File: src/rtl/run_ctrl_if.sv
//==============================================================================
// run_ctrl_if : request/status bundle between the debug KEY logic and run_ctrl.
// Optional macro: RUN_CTRL_RETIRE_CNT_EN adds the 32-bit retired count.
// Revision: 1.0
//==============================================================================
`default_nettype none

interface run_ctrl_if #(
  parameter int DBITS = 32
);
  logic             runReq;
  logic             haltReq;
  logic             stepReq;
  logic             bpEn;
  logic [DBITS-1:0] bpAddr;
  logic [DBITS-1:0] pcOut;
  logic             commitEn;
  logic             running;
  logic             halted;
  logic             bpHit;
`ifdef RUN_CTRL_RETIRE_CNT_EN
  logic [31:0]      retired;
`endif

  modport master (
    output runReq,
    output haltReq,
    output stepReq,
    output bpEn,
    output bpAddr,
    output pcOut,
    input  commitEn,
    input  running,
    input  halted,
    input  bpHit
`ifdef RUN_CTRL_RETIRE_CNT_EN
    , input retired
`endif
  );

  modport slave (
    input  runReq,
    input  haltReq,
    input  stepReq,
    input  bpEn,
    input  bpAddr,
    input  pcOut,
    output commitEn,
    output running,
    output halted,
    output bpHit
`ifdef RUN_CTRL_RETIRE_CNT_EN
    , output retired
`endif
  );
endinterface

`default_nettype wire

File: src/rtl/run_ctrl.sv
//==============================================================================
// run_ctrl : run/halt/single-step/breakpoint gate for architectural commits.
// Optional macro: RUN_CTRL_RETIRE_CNT_EN enables the retired-instruction counter.
// Revision: 1.0
//==============================================================================
`default_nettype none

module run_ctrl #(
  parameter int DBITS     = 32,
  parameter bit START_RUN = 1'b1
) (
  input  wire logic   clk,
  input  wire logic   reset,
  run_ctrl_if.slave   bus
);

  typedef enum logic [1:0] {
    S_HALT  = 2'd0,
    S_RUN   = 2'd1,
    S_STEP  = 2'd2,
    S_BPHIT = 2'd3
  } state_t;

  localparam state_t c_RESET_STATE = START_RUN ? S_RUN : S_HALT;

  state_t           r_state;
  state_t           w_state_nxt;
  logic             r_skip_bp;
  logic             r_running;
  logic             r_halted;
  logic             r_bp_hit;
  logic [DBITS-1:0] w_pc;
  logic [DBITS-1:0] w_bp_addr;
  logic             w_bp_match;
  logic             w_commit;

  assign w_pc       = bus.pcOut;
  assign w_bp_addr  = bus.bpAddr;
  assign w_bp_match = bus.bpEn && (w_pc == w_bp_addr) && !r_skip_bp;
  assign w_commit   = ((r_state == S_RUN) && !w_bp_match) || (r_state == S_STEP);

  // Coincident pulses resolve as halt > step > run.
  always_comb begin
    w_state_nxt = r_state;
    case (r_state)
      S_HALT: begin
        if (bus.stepReq)     w_state_nxt = S_STEP;
        else if (bus.runReq) w_state_nxt = S_RUN;
      end
      S_RUN: begin
        if (bus.haltReq)     w_state_nxt = S_HALT;
        else if (w_bp_match) w_state_nxt = S_BPHIT;
      end
      S_STEP: w_state_nxt = S_HALT;
      S_BPHIT: begin
        if (bus.haltReq)      w_state_nxt = S_HALT;
        else if (bus.stepReq) w_state_nxt = S_STEP;
        else if (bus.runReq)  w_state_nxt = S_RUN;
      end
      default: w_state_nxt = S_HALT;
    endcase
  end

  // skipBp lives only for the first RUN cycle after leaving a breakpoint.
  always_ff @(posedge clk) begin
    if (reset) begin
      r_state   <= c_RESET_STATE;
      r_skip_bp <= 1'b0;
      r_running <= START_RUN;
      r_halted  <= !START_RUN;
      r_bp_hit  <= 1'b0;
    end else begin
      r_state   <= w_state_nxt;
      r_skip_bp <= (r_state == S_BPHIT) && (w_state_nxt == S_RUN);
      r_running <= (w_state_nxt == S_RUN);
      r_halted  <= (w_state_nxt == S_HALT) || (w_state_nxt == S_BPHIT);
      r_bp_hit  <= (w_state_nxt == S_BPHIT);
    end
  end

  assign bus.commitEn = w_commit;
  assign bus.running  = r_running;
  assign bus.halted   = r_halted;
  assign bus.bpHit    = r_bp_hit;

`ifdef RUN_CTRL_RETIRE_CNT_EN
  logic [31:0] r_retired;

  always_ff @(posedge clk) begin
    if (reset)         r_retired <= 32'd0;
    else if (w_commit) r_retired <= r_retired + 32'd1;
  end

  assign bus.retired = r_retired;
`endif

endmodule

`default_nettype wire

File: src/flat_wrapper.sv
// flat-port wrapper written by rule: the top's interface ports become plain ports
module run_ctrl_flat 
#(
  parameter int DBITS     = 32,
  parameter bit START_RUN = 1'b1
)
  (clk, reset, bus_runReq, bus_haltReq, bus_stepReq, bus_bpEn, bus_bpAddr, bus_pcOut, bus_commitEn, bus_running, bus_halted, bus_bpHit);
  run_ctrl_if #(.DBITS(DBITS)) bus_i ();
  input  wire logic clk;
  input  wire logic reset;
  input wire logic [$bits(bus_i.runReq)-1:0] bus_runReq;
  input wire logic [$bits(bus_i.haltReq)-1:0] bus_haltReq;
  input wire logic [$bits(bus_i.stepReq)-1:0] bus_stepReq;
  input wire logic [$bits(bus_i.bpEn)-1:0] bus_bpEn;
  input wire logic [$bits(bus_i.bpAddr)-1:0] bus_bpAddr;
  input wire logic [$bits(bus_i.pcOut)-1:0] bus_pcOut;
  output wire logic [$bits(bus_i.commitEn)-1:0] bus_commitEn;
  output wire logic [$bits(bus_i.running)-1:0] bus_running;
  output wire logic [$bits(bus_i.halted)-1:0] bus_halted;
  output wire logic [$bits(bus_i.bpHit)-1:0] bus_bpHit;
  assign bus_i.runReq = bus_runReq;
  assign bus_i.haltReq = bus_haltReq;
  assign bus_i.stepReq = bus_stepReq;
  assign bus_i.bpEn = bus_bpEn;
  assign bus_i.bpAddr = bus_bpAddr;
  assign bus_i.pcOut = bus_pcOut;
  assign bus_commitEn = bus_i.commitEn;
  assign bus_running = bus_i.running;
  assign bus_halted = bus_i.halted;
  assign bus_bpHit = bus_i.bpHit;
  run_ctrl #(.DBITS(DBITS), .START_RUN(START_RUN)) u_core (.clk(clk), .reset(reset), .bus(bus_i));
endmodule
File: config.mk
export PLATFORM = sky130hd
export DESIGN_NAME = run_ctrl_flat
export DESIGN_NICKNAME = d
export VERILOG_FILES = /design/src/rtl/run_ctrl_if.sv /design/src/rtl/run_ctrl.sv /design/src/flat_wrapper.sv
export SDC_FILE = /design/constraint.sdc
export NUM_CORES = 1
export LEC_CHECK = 0
export CAP_MARGIN = 20
export CORE_MARGIN = 2
export CORE_UTILIZATION = 29
export DETAILED_ROUTE_END_ITERATION = 7
export MAX_ROUTING_LAYER = met4
export PLACE_DENSITY = 0.86
export REMOVE_ABC_BUFFERS = 1
export SYNTH_ARGS = -nofsm -noshare
export SYNTH_HDL_FRONTEND = slang
export SYNTH_SLANG_ARGS = --single-unit
File: constraint.sdc
create_clock -name clk -period 4.72 [get_ports clk]
set_clock_uncertainty 0.2 [all_clocks]
set_input_delay 1.18 -clock clk [delete_from_list [all_inputs] [get_ports clk]]
set_output_delay 1.18 -clock clk [all_outputs]
set_load 0.005 [all_outputs]
==> impl_metrics.csv, run 1 <==
group,metric,value,unit
placement,io_buffers,73,
global_route,grt_use_total,0.169,
finish,multi_input_area,519,um^2
drt,drtIter0Drc,2,
global_route,antenna_found_initial,0,
drt,num_vias,811,
sta,slew_headroom,0.806,
clocking,cts_tree,"done",
synthesis,synth_cell_types,22,
global_route,grt_pass1_wl,3.26,mm
hold_path,min_path_type,"reg -> reg",
sta,finalMaxSlewViolations,0,
finish,fillCellCount,161,
floorplanning,die_x,51.0,um
power,p_seq_frac,0.262,
floorplanning,die-area,2600,um^2
placement,gp_congestion,0.728,
critical_path,crit_top_cell,"clkdlybuf4s50_1",
synthesis,ys_ff_latch,6,
clocking,cts_buffer_depth,2,
global_route,grt_overflow,0,
synthesis,synth_warnings,0,
critical_path,cp_cell_sequence,"clkdlybuf4s50_1, xor2_1, or4b_1, nor2_1, nand4_1, and3b_1, clkdlybuf4s50_1",
sta,post-route-period-util,0.960,
drt,drt_pass1_iterations,3,
power,pwr-share-clk,0.223,
sta,period_needed,4.53,ns
sta,worstMarginPinSlew,0.289,ns
finish,area_growth,123,%
finish,final_nets,223,
finish,regArea,120,um^2
synthesis,synth_area_leader_cell,"xnor2_1",
critical_path,reg2reg_to,"u_core.bus.running",
floorplanning,start_util,0.316,
clocking,cts_hold_buf,0,
clocking,h-tree-depth,1,
finish,final_common_cell,"clkdlybuf4s50_1",
clocking,cts.repair.resized,0,
clocking,clock_sinks,6,
critical_path,crit_path_start_kind,"primary input",
finish,drive_above_1_share,0.0336,
hold_path,hp-start,"u_core.r_state[0]",
sta,rsz0062_at_grt,"false",
critical_path,worstSetupEndpointType,"output port",
sta,finalSetupViolations,0,
clocking,cts_made_buffers,3,
power,power_frac_comb,0.514,
clocking,cts_root_buffer,"clkbuf_4",
critical_path,worstSetupPathType,"in -> out",
drt,drc,0,
drt,routed_wl,1.93,mm
clocking,clkTransAtPathRegs,0.04,ns
floorplanning,chipHeight,51.0,um
job,maxCapViolations,0,
synthesis,synthTopCellsByArea,"xnor2_1 (38%), dfxtp_1 (19%), nand4_1 (8.8%)",
clocking,postCtsSetupRepairBufs,0,
hold_path,min_path_cells,2,
floorplanning,io_pins,74,
power,internal_power,0.000162,W
critical_path,r2r-start,"u_core.r_state[1]",
synthesis,synth.avg_cell_area,8.76,um^2
drt,wire_per_inst,11.0,um
floorplanning,fp-row-count,16,
sta,timing_hold_violations_final,0,
power,power_density,148,nW/um^2
critical_path,arrival,3.15,ns
outcome,status,"complete, no violations",
global_route,grt_pass1_vias,835,
clocking,clock_latency,0.25,ns
power,power.share.switching,0.235,
critical_path,cp_max_fo,2,
floorplanning,core,2020,um^2
synthesis,synth.top_cell.area_share,0.384,
critical_path,r2r_slack,2.37,ns
critical_path,cpPeakStageDelay,0.49,ns
synthesis,synth_cells,73,
drt,via_per_inst,4.61,
power,cellLeakagePower,0.506,nW
hold_path,hold_end,"u_core.r_skip_bp",
power,irDropWorstVdd,127,uV
critical_path,reg2regPathDepth,6,
critical_path,required,3.34,ns
sta,whs,0.321,ns
synthesis,synth_area,639,um^2
sta,timing.fmax,221,MHz
placement,dp_hpwl,1.84,mm
finish,layout_common_cells,"clkdlybuf4s50_1 (73), xnor2_1 (28), nand4_1 (9), dfxtp_1 (6), xor2_1 (4)",
global_route,grt_max_degree,8,
finish,antenna_cells,0,
synthesis,yosysSeqAreaShare,0.188,
power,power_switching,0.0000498,W
drt,drtAntennaViolNets,0,
sta,finalSetupTns,0,ns
critical_path,slowest_stage,"or4b_1",
worst max-delay path, delay by kind of cell:
kind | cells | cell delay (ns)
buffers and inverters | 2 | 0.84
XOR/XNOR | 1 | 0.16
AND/OR/NAND/NOR | 4 | 0.97
kinds of logic (layout without fill, tap and decap cells):
kind of cell,count (synthesis),count (layout),share of synthesized area
xor+xnor,32,32,0.438
buf+inv,0,76,0
compound gates,3,3,0.0313
flops,6,6,0.188
fa+ha+maj,2,2,0.0391
simple gates,30,30,0.303
cells in the mapped netlist (all sizes together):
cell and number:
a21oi 1, a22o 1, and2 1, and2b 1
and3b 1, dfxtp 6, ha 2, nand2 3
nand2b 1, nand4 9, nor2 3, nor2b 3
nor3 2, nor3b 1, nor4 2, o22ai 1
or2 2, or4b 1, xnor2 28, xor2 4
power groups by stage:
stage	Clock (W)	Combinational (W)	Sequential, W
floorplan	0	0.0000366	0.0000565
global placement	0	0.000107	0.0000564
detailed placement	0	0.000110	0.0000564
CTS	0.0000495	0.000110	0.0000555
global route	0.0000507	0.000119	0.0000558
finish	0.0000473	0.000109	0.0000555
per-stage QoR:
step	cells	cell area, um^2	worst slack, ns	power (W)	utilization
6_report	176	1430	0.190	0.000212	0.705
5_1_grt	176	1430	0.0699	0.000225	0.705
4_1_cts	176	1430	0.188	0.000215	0.705
3_5_place_dp	173	1400	0.189	0.000166	0.694
3_3_place_gp	173	1400	0.228	0.000164	0.694
2_1_floorplan	73	639	1.14	0.0000931	-
sequential cells by signal, indices dropped and copies added, names as in the netlist:
name	flops
u_core.r_state	2
u_core.r_skip_bp	1
u_core.bus.halted	1
u_core.bus.bpHit	1
u_core.bus.running	1
cell type report:
type,count,share of cell area
flip-flops and latches,6,0.0842
well taps,27,0.0237
repair buffers,73,0.512
clock buffers,3,0.0158
multi-input cells,67,0.364
metal layers:
metal	share of wire	vias to the layer above	routed length, um	GRT usage
li1	-	405	-	-
met3	0.065	2	125	0.0263
met4	0.0088	0	17	0.0766
met5	0	-	0	-
met2	0.58	41	1130	0.340
met1	0.34	363	661	0.152
worst max path at each step:
stage	from	end	slack, ns	cells after the start
after floorplan	bus_bpAddr[24]	bus_commitEn	1.14	5
after global placement	bus_bpAddr[24]	bus_commitEn	0.23	7
after detailed placement	bus_bpAddr[24]	bus_commitEn	0.19	7
after CTS	bus_bpAddr[24]	bus_commitEn	0.19	7
after global routing	bus_pcOut[24]	bus_commitEn	0.07	7
final	bus_bpAddr[24]	bus_commitEn	0.19	7
Power figures use the tool's default switching activity.
==> run 2: changes to the inputs <==
--- a/config.mk
+++ b/config.mk
@@ -5,6 +5,7 @@
 export SDC_FILE = /design/constraint.sdc
 export NUM_CORES = 1
 export LEC_CHECK = 0
+export ABC_AREA = 0
 export CAP_MARGIN = 20
 export CORE_MARGIN = 2
 export CORE_UTILIZATION = 29
@@ -12,6 +13,7 @@
 export MAX_ROUTING_LAYER = met4
 export PLACE_DENSITY = 0.86
 export REMOVE_ABC_BUFFERS = 1
+export SLEW_MARGIN = 20
 export SYNTH_ARGS = -nofsm -noshare
 export SYNTH_HDL_FRONTEND = slang
 export SYNTH_SLANG_ARGS = --single-unit
==> results of run 2 <==
No change in the layout: final DEF, timing and power equal those of run 1.
